<file path="src/rtl/io_sw_debounce.sv">
// Switch-pin conditioner: two-flop synchroniser, shared sample-tick prescaler,
// per-bit N-sample debounce, and a sticky software-clearable change mask.
module io_sw_debounce #(
   parameter int WIDTH      = 32,
   parameter int TICK_DIV   = 50000,
   parameter int STABLE_CNT = 4
) (
   input  logic             i_clk,
   input  logic             i_reset,
   input  logic [WIDTH-1:0] i_sw_raw,
   input  logic             i_clr_change,
   output logic [WIDTH-1:0] o_io_sw,
   output logic [WIDTH-1:0] o_sw_change_mask,
   output logic             o_sw_changed
);

   localparam int CW = (TICK_DIV > 1) ? $clog2(TICK_DIV) : 1;
   localparam logic [CW-1:0] CNT_MAX = CW'(TICK_DIV - 1);
   localparam int HW = STABLE_CNT - 1;

   logic [WIDTH-1:0] sync1_q;
   logic [WIDTH-1:0] sync2_q;
   logic [CW-1:0]    cnt_q;
   logic [CW-1:0]    cnt_d;
   logic             tick;
   logic [WIDTH-1:0] io_sw_q;
   logic [WIDTH-1:0] io_sw_d;
   logic [WIDTH-1:0] mask_q;
   logic [WIDTH-1:0] mask_d;

   always_ff @(posedge i_clk or negedge i_reset) begin
      if (!i_reset) begin
         sync1_q <= '0;
         sync2_q <= '0;
      end else begin
         sync1_q <= i_sw_raw;
         sync2_q <= sync1_q;
      end
   end

   assign tick  = (cnt_q == CNT_MAX);
   assign cnt_d = tick ? '0 : cnt_q + 1'b1;

   always_ff @(posedge i_clk or negedge i_reset) begin
      if (!i_reset) cnt_q <= '0;
      else          cnt_q <= cnt_d;
   end

   genvar gi;
   generate
      for (gi = 0; gi < WIDTH; gi++) begin : g_bit
         logic [HW-1:0] hist_q;
         logic [HW-1:0] hist_d;
         logic          all_one;
         logic          all_zero;

         // The window includes the current synchronised sample, so only
         // STABLE_CNT-1 older samples need storage.
         if (HW == 1) begin : g_h1
            assign hist_d = sync2_q[gi];
         end else begin : g_hn
            assign hist_d = {hist_q[HW-2:0], sync2_q[gi]};
         end

         assign all_one  =  (&{hist_q, sync2_q[gi]});
         assign all_zero = ~(|{hist_q, sync2_q[gi]});

         always_ff @(posedge i_clk or negedge i_reset) begin
            if (!i_reset)  hist_q <= '0;
            else if (tick) hist_q <= hist_d;
         end

         always_comb begin
            io_sw_d[gi] = io_sw_q[gi];
            if (tick) begin
               if (all_one)       io_sw_d[gi] = 1'b1;
               else if (all_zero) io_sw_d[gi] = 1'b0;
            end
         end
      end
   endgenerate

   // A toggle on the same edge as a clear wins for that bit.
   assign mask_d = (i_clr_change ? '0 : mask_q) | (io_sw_d ^ io_sw_q);

   always_ff @(posedge i_clk or negedge i_reset) begin
      if (!i_reset) begin
         io_sw_q <= '0;
         mask_q  <= '0;
      end else begin
         io_sw_q <= io_sw_d;
         mask_q  <= mask_d;
      end
   end

   assign o_io_sw          = io_sw_q;
   assign o_sw_change_mask = mask_q;
   assign o_sw_changed     = |mask_q;

endmodule

</file>
<file path="config.mk">
export PLATFORM = sky130hd
export DESIGN_NAME = io_sw_debounce
export DESIGN_NICKNAME = d
export VERILOG_FILES = /design/src/rtl/io_sw_debounce.sv
export SDC_FILE = /design/constraint.sdc
export NUM_CORES = 1
export LEC_CHECK = 0
export CORE_MARGIN = 2
export CORE_UTILIZATION = 30
export CTS_BUF_LIST = sky130_fd_sc_hd__clkbuf_8
export DETAILED_ROUTE_END_ITERATION = 6
export HOLD_SLACK_MARGIN = 0.1
export SYNTH_ARGS = -nofsm -noshare
export SYNTH_HDL_FRONTEND = slang
export SYNTH_SLANG_ARGS = --single-unit
export TNS_END_PERCENT = 50
</file>
<file path="constraint.sdc">
create_clock -name i_clk -period 6 [get_ports i_clk]
set_input_delay 1.2 -clock i_clk [delete_from_list [all_inputs] [get_ports i_clk]]
set_output_delay 1.2 -clock i_clk [all_outputs]
set_load 0.05 [all_outputs]
</file>
# Word level (Yosys, flattened, before mapping)
# Index checks and enable logic that the tools add are counted.
# W data, S select, Z words.
[op_classes]
shifts = 0
n_eq_ne = 1
n_div = 0
mul = 0
n_reduce_logical = 65
n_mux = 98
magnitude_cmp = 0
bitwise_logic = 2
n_addsub = 1
[ops]
columns = ["op", "n"]
rows = [
  ["$reduce_and A4 Y1", 32],
  ["$reduce_or A4 Y1", 32],
  ["$mux W1", 96],
  ["$mux W32", 1],
  ["$or A32 B32 Y32", 1],
  ["$reduce_or A32 Y1", 1],
  ["$xor A32 B32 Y32", 1],
  ["$add A16 B1 Y16 const B", 1],
  ["$eq A16 B16 Y1 const B", 1],
  ["$mux W16", 1],
]
[word_totals]
mem_bits_ro = 0
n_memories = 0
wordCells = 204
latch_bits = 0
regBits = 240
in_bits = 35
output_inout_bits = 65
ram_bits = 0

# Logic depth before layout (Yosys ltp)
# Gate-level depths: netlist (run 1).
[depth]
ltp_word = 6
depth_mapped = 8

# Worst setup path after synthesis (run 1)
# No wires, ideal clock.
[synth_path]
kind = "register to output"
from = "reg mask_q[5] (netlist: o_sw_change_mask[5])"
to = "out o_sw_changed"
stages_incl_launch_ff = 4
t_arrival_ns = 1.402
setup_slack_ns = 3.398
required_time_ns = 4.800
path_cell_list = "dfrtp_1 -> nor4_1 -> nand4_1 -> or2_2"
[synth_between]
elab_chain_len = 1
[synth_lines]
columns = ["element", "line", "source"]
rows = [
  ["from (decl)", "28", "logic [WIDTH-1:0] mask_q;"],
  ["from (signal assigned)", "92", "mask_q <= mask_d;"],
  ["$reduce_or A32 Y1", "98", "assign o_sw_changed = |mask_q;"],
  ["to (decl)", "14", "output logic o_sw_changed"],
]
# Every way passes these cells.

# Final worst setup path (run 1)
[layout_path]
from = "reg mask_q[30] (netlist: o_sw_change_mask[30])"
to = "out o_sw_changed"
# The elaborated chain is that of the path after synthesis.

==> results of run 1 <==
==> metrics by stage <==
step | hold slack, ps | cell area, sq um | total power [uW]
floorplan | 331 | 9300 | 1690
detailed placement | 335 | 10700 | 1750
finish | 341 | 11500 | 3180
global route | 353 | 11500 | 3320
global placement | 333 | 10700 | 1750
CTS | 344 | 11500 | 3240
==> logic make-up (layout without fill, tap and decap cells) <==
group / Yosys count / after routing / share of synthesized area, %
and+or+nand+nor: 334 / 334 / 15.8
DFF: 240 / 240 / 64.6
AOI/OAI and AO/OA: 198 / 198 / 13.5
buffers and inverters: 107 / 247 / 4.76
xor gates and xnor gates: 13 / 13 / 1.22
adders and majority gates: 1 / 1 / 0.135
==> path summary, 6_finish.rpt <==
kind / endpoint / startpoint / slack [ps] / cells past startpoint
setup / recovery: o_sw_changed / o_sw_change_mask[30]$_DFF_PN0_ / 2090 / 4
hold / removal: sync2_q[6]$_DFF_PN0_ / sync1_q[6]$_DFF_PN0_ / 340 / 0
setup reg to reg: o_io_sw[9]$_DFF_PN0_ / cnt_q[0]$_DFF_PN0_ / 3370 / 6
hold reg to reg: sync2_q[6]$_DFF_PN0_ / sync1_q[6]$_DFF_PN0_ / 340 / 0
max in group asynchronous: g_bit[6].hist_q[1]$_DFFE_PN0N_ / i_reset / 4060 / 2
min in group asynchronous: sync1_q[25]$_DFF_PN0_ / i_reset / 750 / 1
==> worst max-delay path, stage by stage (launching register included) <==
cell and delay [ps]:
dfrtp_1 390, nor4_1 390, nand4_1 320, or2_2 360
clkdlybuf4s50_1 700
==> report_power, final <==
part	total [uW]	internal [uW]	switching, uW
clock network	1450	798	657
logic	65.4	25.1	40.3
registers	1660	1640	14.6
==> metal layers <==
layer	global-route usage (%)	routed length, um
met1	17.3	9640
met2	19.9	9040
met3	4.51	1540
met4	4.13	452
met5	0	0
==> synth_stat cells <==
cell type / instances
and2_1: 1
nor2_1: 37
or2_2: 1
buf_2: 15
nand4_1: 34
or4_1: 2
nor4_1: 11
a21oi_1: 6
or4b_1: 1
nand3_1: 11
o21a_1: 5
inv_1: 71
or3_1: 2
buf_6: 3
xnor2_1: 10
clkbuf_1: 18
nand4bb_1: 2
dfrtp_1: 240
o22ai_1: 32
xor2_1: 3
ha_1: 1
o41ai_1: 27
and4_1: 1
nor3_1: 39
o21ai_0: 64
o211ai_1: 27
nand2_1: 192
a31oi_1: 32
o21ai_1: 5
==> sequential cells by signal, indices dropped and copies added (netlist names) <==
signal and cells:
o_io_sw 32, o_sw_change_mask 32, sync1_q 32, cnt_q 16, g_bit.hist_q 96, sync2_q 32
==> area by class of cell <==
cell class | count | share of cell area [%]
Sequential cell | 240 | 52.3
Multi-Input combinational cell | 546 | 24.9
Timing Repair Buffer | 104 | 9.06
Clock buffer | 50 | 5.99
Tap cell | 396 | 4.31
Inverter | 71 | 2.32
Clock inverter | 22 | 1.10
==> cells in the final DEF (no fill, tap or decap), types with 2 or more instances in the layout <==
cell type        synthesis  routed
dfrtp_1                240     240
nand2_1                192     192
clkdlybuf4s50_1          0      97
inv_1                   71      85
o21ai_0                 64      64
clkbuf_8                 0      50
nor3_1                  39      39
nor2_1                  37      37
nand4_1                 34      34
a31oi_1                 32      32
o22ai_1                 32      32
o41ai_1                 27      27
o211ai_1                27      27
nand3_1                 11      11
nor4_1                  11      10
xnor2_1                 10      10
a21oi_1                  6       6
o21ai_1                  5       5
o21a_1                   5       5
clkinv_2                 0       4
buf_4                    0       4
xor2_1                   3       3
nand4bb_1                2       2
or3_1                    2       2
clkinvlp_4               0       2
==> flow_metrics.py, run 1 <==
metrics = {
    "synthesis": {
        "syn_area_sq_um": 9300,
        "yosysWarningCount": 0,
        "synth_top_area_share_pct": 64.6,
        "synthCells": 893,
        "yosysUniqueCellTypes": 29,
        "yosys.area.top_type": "dfrtp_1",
        "ys_seq_area_share_pct": 64.6,
        "ys_ff_latch": 240,
        "syn_avg_cell_area_sq_um": 10.4,
        "syn_nets": 929,
        "yosys-top-cells-area": "dfrtp_1 65%, nand2_1 7.7%, o21ai_0 3.4%",
    },
    "clocking": {
        "cts_setup_buffers": 0,
        "cts_max_path_buffers": 3,
        "clk_pin_slew_ps": 60,
        "cts.hold.buffers_added": 0,
        "clk_latency_ps": 540,
        "ctsResizeCount": 0,
        "cts_root_buffer": "clkbuf_8",
        "numCtsBuffers": 43,
        "clock_sinks": 240,
        "h-tree-depth": 2,
        "cts_tree": "done",
    },
    "layout": {
        "drive_gt1_share_pct": 6.68,
        "fill_cells": 3047,
        "fin_cells": 1429,
        "antenna_cells": 0,
        "multiInputGateArea_sq_um": 2860,
        "seqCellArea_sq_um": 6010,
        "post-route-util_pct": 37.5,
        "fin_nets": 1042,
        "area_growth_pct": 23.5,
    },
    "sta": {
        "rsz0062_at_grt": "false",
        "report.final.slew_viol_count": 0,
        "hold_viol": 0,
        "period_share_pct": 65.2,
        "clock_skew_ps": 19.3,
        "setup_tns_ps": 0,
        "setup_ws_ps": 2090,
        "setup_viol": 0,
        "period_needed_ps": 3910,
        "worst_slew_pin_slew_ps": 892,
        "timing.fmax_mhz": 255,
        "slew_headroom_pct": 40.6,
    },
    "routing": {
        "drc_errors": 0,
        "drt-total-wl_um": 20700,
        "vias": 6856,
        "dr.pass1.iters": 4,
        "drt_iter0_markers": 384,
        "viasPerCell": 4.80,
        "ant_nets": 0,
        "wire_per_inst_um": 14.5,
    },
    "power_and_ir_drop": {
        "vdd_ir_drop_max_mv": 0.153,
        "power_leakage_uw": 0.00492,
        "powerDensity_nw_per_um2": 277,
    },
    "status": {
        "status": "finished clean",
    },
    "grt": {
        "gr-total-overflow": 0,
        "first_global_vias": 6816,
        "antenna_found_initial": 1,
        "grtUsageTotal_pct": 13.0,
        "grt_max_degree": 123,
        "grt_pass1_wl_um": 34800,
    },
    "placed_design": {
        "port_buffers": 99,
        "dp_slack_ps": 2610,
        "gp_congestion": 0.752,
        "dp_hpwl_um": 12800,
        "dp_cells": 1357,
    },
    "die": {
        "fp.dieArea_sq_um": 32400,
        "die_h_um": 180,
        "ios": 100,
        "die_x_um": 180,
        "initial_core_util_pct": 30.4,
        "coreArea_sq_um": 30600,
        "rows": 64,
    },
    "worst_setup_path": {
        "arrival_ps": 2710,
        "critical_path_required_ps": 4800,
        "crit_fanout": 3,
        "worstSetupEndpointType": "primary output",
        "path_class": "flop to primary output",
        "start_kind": "flop",
    },
    "worst_hold_path": {
        "hold_class": "flop to flop",
    },
    "flow_run": {
        "drv_cap": 0,
    },
}
(Power assumes the default switching activity.)
==> inputs of run 2 (changes only) <==
clock period = 3.5 ns   (was 6 ns; I/O delays follow)
==> flow_metrics.py, run 2 (synthesis results as in run 1) <==
metrics = {
    "clocking": {
        "cts_setup_buffers": 0,
        "h-tree-depth": 2,
        "clk_pin_slew_ps": 60,
        "cts_max_path_buffers": 3,
        "cts_tree": "done",
        "cts_root_buffer": "clkbuf_8",
        "clock_sinks": 240,
        "numCtsBuffers": 42,
        "clk_latency_ps": 550,
    },
    "die": {
        "coreArea_sq_um": 30600,
        "rows": 64,
        "initial_core_util_pct": 30.4,
        "ios": 100,
        "fp.dieArea_sq_um": 32400,
        "die_h_um": 180,
        "die_x_um": 180,
    },
    "layout": {
        "largest_reg_flops": 96,
        "drive_gt1_share_pct": 6.86,
        "fill_cells": 3068,
        "antenna_cells": 0,
        "final_common_cell": "dfrtp_1",
        "final_cell_area_sq_um": 11500,
        "largest-register": "g_bit.hist_q",
        "final_cell_mix": "240 x dfrtp_1, 192 x nand2_1, 96 x clkdlybuf4s50_1",
        "area_growth_pct": 23.7,
        "fin_nets": 1044,
    },
    "placed_design": {
        "dp_hpwl_um": 13000,
        "port_buffers": 99,
        "gp_congestion": 0.736,
        "placed_area_sq_um": 10700,
    },
    "routing": {
        "dr.pass1.iters": 4,
        "drt-total-wl_um": 20700,
        "wire_per_inst_um": 14.4,
        "vias": 6890,
        "drc_errors": 0,
        "ant_nets": 0,
        "drt_iter0_markers": 390,
        "viasPerCell": 4.81,
    },
    "sta": {
        "period_needed_ps": 3150,
        "period_share_pct": 89.9,
        "worst_slew_pin_slew_ps": 860,
        "report.final.slew_viol_count": 0,
        "timing.fmax_mhz": 318,
        "hold_viol": 0,
        "whs_ps": 94.4,
        "slew_headroom_pct": 42.6,
        "clock_skew_ps": 17.6,
        "setup_viol": 0,
        "rsz0062_at_grt": "false",
        "setup_tns_ps": 0,
    },
    "worst_setup_path": {
        "crit_buf_inv": 1,
        "critical_path_required_ps": 2800,
        "slowest_stage": "dlygate4sd2_1",
        "critical_path.top_delay_family": "simple AND/OR/NAND/NOR gates",
        "arrival_ps": 2450,
        "cp_cell_sequence": "nor4_1, nand4_1, or2_2, dlygate4sd2_1",
        "start_kind": "flop",
        "worstSetupEndpointType": "primary output",
        "crit_fanout": 3,
        "critPathMaxStageDelay_ps": 420,
        "path_class": "flop to primary output",
    },
    "grt": {
        "antenna_found_initial": 0,
        "grtUsageTotal_pct": 13.0,
        "gr-total-overflow": 0,
        "first_global_vias": 6673,
        "grt_pass1_wl_um": 34400,
        "grt_max_degree": 75,
    },
    "flow_run": {
        "drv_cap": 0,
    },
    "power_and_ir_drop": {
        "power_leakage_uw": 0.00493,
        "powerDensity_nw_per_um2": 464,
        "switching_share_pct": 22.7,
        "seqPwrFrac_pct": 53.2,
        "p_switching_uw": 1210,
        "clkPwrFrac_pct": 44.7,
        "vdd_ir_drop_max_mv": 0.250,
        "pwr-share-comb_pct": 2.2,
        "internal-power_uw": 4130,
    },
    "worst_hold_path": {
        "hold_class": "input pin to async pin",
    },
    "status": {
        "status": "finished clean",
    },
}
[run 2: final timing paths]
| kind | from | endpoint | slack (ps) | depth (start not counted) |
|---|---|---|---|---|
| max in group asynchronous | i_reset | sync1_q[1]$_DFF_PN0_ | 2590 | 2 |
| max reg2reg | cnt_q[0]$_DFF_PN0_ | o_io_sw[22]$_DFF_PN0_ | 960 | 6 |
| min reg2reg | sync1_q[30]$_DFF_PN0_ | sync2_q[30]$_DFF_PN0_ | 340 | 0 |
| max | o_sw_change_mask[29]$_DFF_PN0_ | o_sw_changed | 350 | 4 |
| min | i_reset | sync1_q[26]$_DFF_PN0_ | 90 | 1 |
| min in group i_clk | sync1_q[30]$_DFF_PN0_ | sync2_q[30]$_DFF_PN0_ | 340 | 0 |
[run 2: layer usage]
| layer | GRT usage [%] | part of all wire, % | vias to the layer above |
|---|---|---|---|
| met5 | 0 | 0 | - |
| met4 | 4.65 | 2.3 | 0 |
| met3 | 4.61 | 7.1 | 42 |
| met2 | 19.6 | 44 | 145 |
| met1 | 17.2 | 46 | 3333 |
| li1 | - | - | 3370 |
[run 2: cell type report]
class,count,area (sq um),share of cell area (%)
Timing Repair Buffer,107,1100,9.56
Inverter,71,267,2.32
Sequential cell,240,6010,52.2
Clock buffer,49,674,5.86
Clock inverter,22,104,0.902
Multi-Input combinational cell,546,2860,24.9
Tap cell,396,495,4.31
[run 2: per-stage QoR]
step                      power [uW]  utilization, %  worst slack (ps)  std cells
after floorplan                 2900               -              1400        893
after global placement          3010            35.1               628       1360
after detailed placement        3010            35.1               606       1360
after CTS                       5450            37.6               271       1431
after global routing            5600            37.6               178       1431
final                           5340            37.6               355       1431
[run 2: worst reg2reg max path, delay by kind of cell (launching register included)]
family                   cells  cell delay [ps]
AO/OA/AOI/OAI                2              270
AND/OR/NAND/NOR              2             1240
buffers and inverters        1              340
flip-flops                   1              390
adder cells (fa/ha/maj)      1              230
[run 2: timing repair]
action,4_1_cts,5_1_grt
setup endpoints to repair,1,0
gates resized for setup,1,0
hold buffers,0,0
[run 2: power by group through the flow]
stage                     sequential [uW]  clock (uW)  combinational (uW)
after global placement               2890           0                 123
after global routing                 2840        2620                 136
after floorplan                      2880           0                16.3
final                                2840        2390                 117
after CTS                            2840        2490                 124
after detailed placement             2890           0                 123
==> inputs of run 3 (changes only) <==
ABC_AREA = 1   (was unset)
CORE_UTILIZATION = 53   (was 30)
PLACE_DENSITY = 0.78   (was unset)
==> flow_metrics.py, run 3 <==
metrics = {
    "status": {
        "status": "finished clean",
    },
    "clocking": {
        "cts_root_buffer": "clkbuf_8",
        "cts_tree": "done",
        "h-tree-depth": 2,
        "cts.hold.buffers_added": 0,
        "ctsResizeCount": 0,
        "cts_max_path_buffers": 3,
        "cts_setup_buffers": 0,
        "clk_latency_ps": 540,
        "clock_sinks": 240,
        "clk_pin_slew_ps": 60,
        "numCtsBuffers": 39,
    },
    "sta": {
        "setup_tns_ps": 0,
        "rsz0062_at_grt": "false",
        "setup_viol": 0,
        "worst_slew_pin_slew_ps": 1040,
        "setup_ws_ps": 507,
        "clock_skew_ps": 24.4,
        "slew_headroom_pct": 30.8,
        "timing.fmax_mhz": 334,
        "hold_viol": 0,
        "period_needed_ps": 2990,
        "report.final.slew_viol_count": 0,
        "period_share_pct": 85.5,
    },
    "worst_setup_path": {
        "crit_fanout": 3,
        "arrival_ps": 2290,
        "critical_path_required_ps": 2800,
        "start_kind": "flop",
        "path_class": "flop to primary output",
        "ff2ff_path_depth": 7,
        "worstSetupEndpointType": "primary output",
    },
    "grt": {
        "antenna_found_initial": 0,
        "grt_max_degree": 102,
        "first_global_vias": 7433,
        "gr-total-overflow": 0,
        "grt_pass1_wl_um": 35600,
        "grtUsageTotal_pct": 22.1,
    },
    "routing": {
        "drc_errors": 0,
        "wire_per_inst_um": 14.1,
        "drt_iter0_markers": 430,
        "met1_length_um": 9440,
        "top_layer": "met4",
        "viasPerCell": 5.25,
        "wl_met2_um": 9880,
        "drt-total-wl_um": 20900,
        "wl_met3_um": 1190,
        "ant_nets": 0,
        "vias": 7784,
        "dr.pass1.iters": 5,
    },
    "synthesis": {
        "yosys_most_used_dff": "dfrtp_1",
        "syn_avg_cell_area_sq_um": 8.85,
        "yosysMostFrequentCell": "nand2_1",
        "synth_edf_count": 0,
        "yosys.area.top_type": "dfrtp_1",
        "synthArstFlopShare_pct": 100,
        "ys_ff_latch": 240,
        "yosysWarningCount": 0,
        "yosysUniqueCellTypes": 23,
        "syn_area_sq_um": 9870,
        "ys_seq_area_share_pct": 60.8,
        "synth_top_area_share_pct": 60.8,
        "synth_common_cells": "251 x nand2_1, 240 x dfrtp_1, 164 x nor2_1, 104 x nand3_1, 99 x a21oi_1",
        "syn_nets": 1152,
        "yosys-top-cells-area": "dfrtp_1 61%, nand2_1 9.5%, nor2_1 6.2%",
        "synthCells": 1116,
    },
    "layout": {
        "final_common_cell": "nand2_1",
        "largest-register": "g_bit.hist_q",
        "largest_reg_flops": 96,
        "final_cell_mix": "251 x nand2_1, 240 x dfrtp_1, 164 x nor2_1",
        "drive_gt1_share_pct": 5.98,
        "area_growth_pct": 20.1,
        "fin_nets": 1264,
        "fill_cells": 1478,
        "antenna_cells": 0,
    },
    "power_and_ir_drop": {
        "internal-power_uw": 4210,
        "p_switching_uw": 1150,
        "seqPwrFrac_pct": 52.9,
        "clkPwrFrac_pct": 44.9,
        "vdd_ir_drop_max_mv": 0.296,
        "power_leakage_uw": 0.00540,
        "powerDensity_nw_per_um2": 452,
        "switching_share_pct": 21.5,
        "pwr-share-comb_pct": 2.2,
    },
    "worst_hold_path": {
        "hold_class": "input pin to async pin",
    },
    "placed_design": {
        "dp_hpwl_um": 13300,
        "dp_slack_ps": 1020,
        "gp_congestion": 0.865,
        "port_buffers": 99,
    },
    "die": {
        "fp.dieArea_sq_um": 19700,
        "die_x_um": 140,
        "initial_core_util_pct": 54.4,
        "coreArea_sq_um": 18100,
        "rows": 49,
        "die_h_um": 140,
        "ios": 100,
    },
    "flow_run": {
        "drv_cap": 0,
    },
}
==> run 3: kinds of logic (layout without fill, tap and decap cells) <==
group	after synthesis	in the layout	synth area share, %
compound gates	168	168	8.52
xor+xnor	6	6	0.532
fa+ha+maj	1	1	0.127
buf+inv	132	271	5.72
flops	240	240	60.8
simple gates	569	569	24.3
==> run 3: worst max-delay path, cell delays in order (launching register included) <==
cell	delay [ps]
dfrtp_1	390
nor2_1	120
nand4_1	170
nor2_1	210
nand4_1	140
clkdlybuf4s50_1	730
==> run 3: path summary, 6_finish.rpt <==
path / start / to / slack, ps
setup / recovery: o_sw_change_mask[29]$_DFF_PN0_ / o_sw_changed / 510
hold / removal: i_reset / g_bit[18].hist_q[2]$_DFFE_PN0N_ / 140
setup reg to reg: cnt_q[0]$_DFF_PN0_ / g_bit[1].hist_q[0]$_DFFE_PN0N_ / 1390
hold reg to reg: sync1_q[27]$_DFF_PN0_ / sync2_q[27]$_DFF_PN0_ / 340
max in group asynchronous: i_reset / sync1_q[28]$_DFF_PN0_ / 2510
min in group i_clk: sync1_q[27]$_DFF_PN0_ / sync2_q[27]$_DFF_PN0_ / 340
==> run 3: final cells by class <==
class,count,area [sq um],share of cell area [%]
Clock buffer,53,729,6.15
Clock inverter,15,66.3,0.559
Inverter,92,345,2.91
Multi-Input combinational cell,744,3310,27.9
Sequential cell,240,6010,50.7
Tap cell,229,287,2.42
Timing Repair Buffer,111,1110,9.37
==> run 3: metal layers <==
metal	global-route usage, %	up-vias
li1	-	3869
met1	30.0	3718
met2	35.8	162
met3	5.26	35
met4	6.32	0
met5	0	-
==> run 3: power groups by stage <==
stage	sequential [uW]	clock, uW	combinational [uW]
4_1_cts	2830	2470	125
3_5_place_dp	2880	0	125
5_1_grt	2840	2610	139
3_3_place_gp	2880	0	123
6_report	2840	2400	120
2_1_floorplan	2880	0	20.3
==> run 3: per-stage QoR <==
step           power [uW]  hold WS (ps)  area, sq um  utilization, %  std cells
2_1_floorplan        2900           331         9870               -       1116
3_3_place_gp         3010           331        11100            60.9       1416
3_5_place_dp         3010           335        11100            60.9       1416
4_1_cts              5430           133        11900            65.3       1484
5_1_grt              5590           156        11900            65.3       1484
6_report             5360           139        11900            65.3       1484
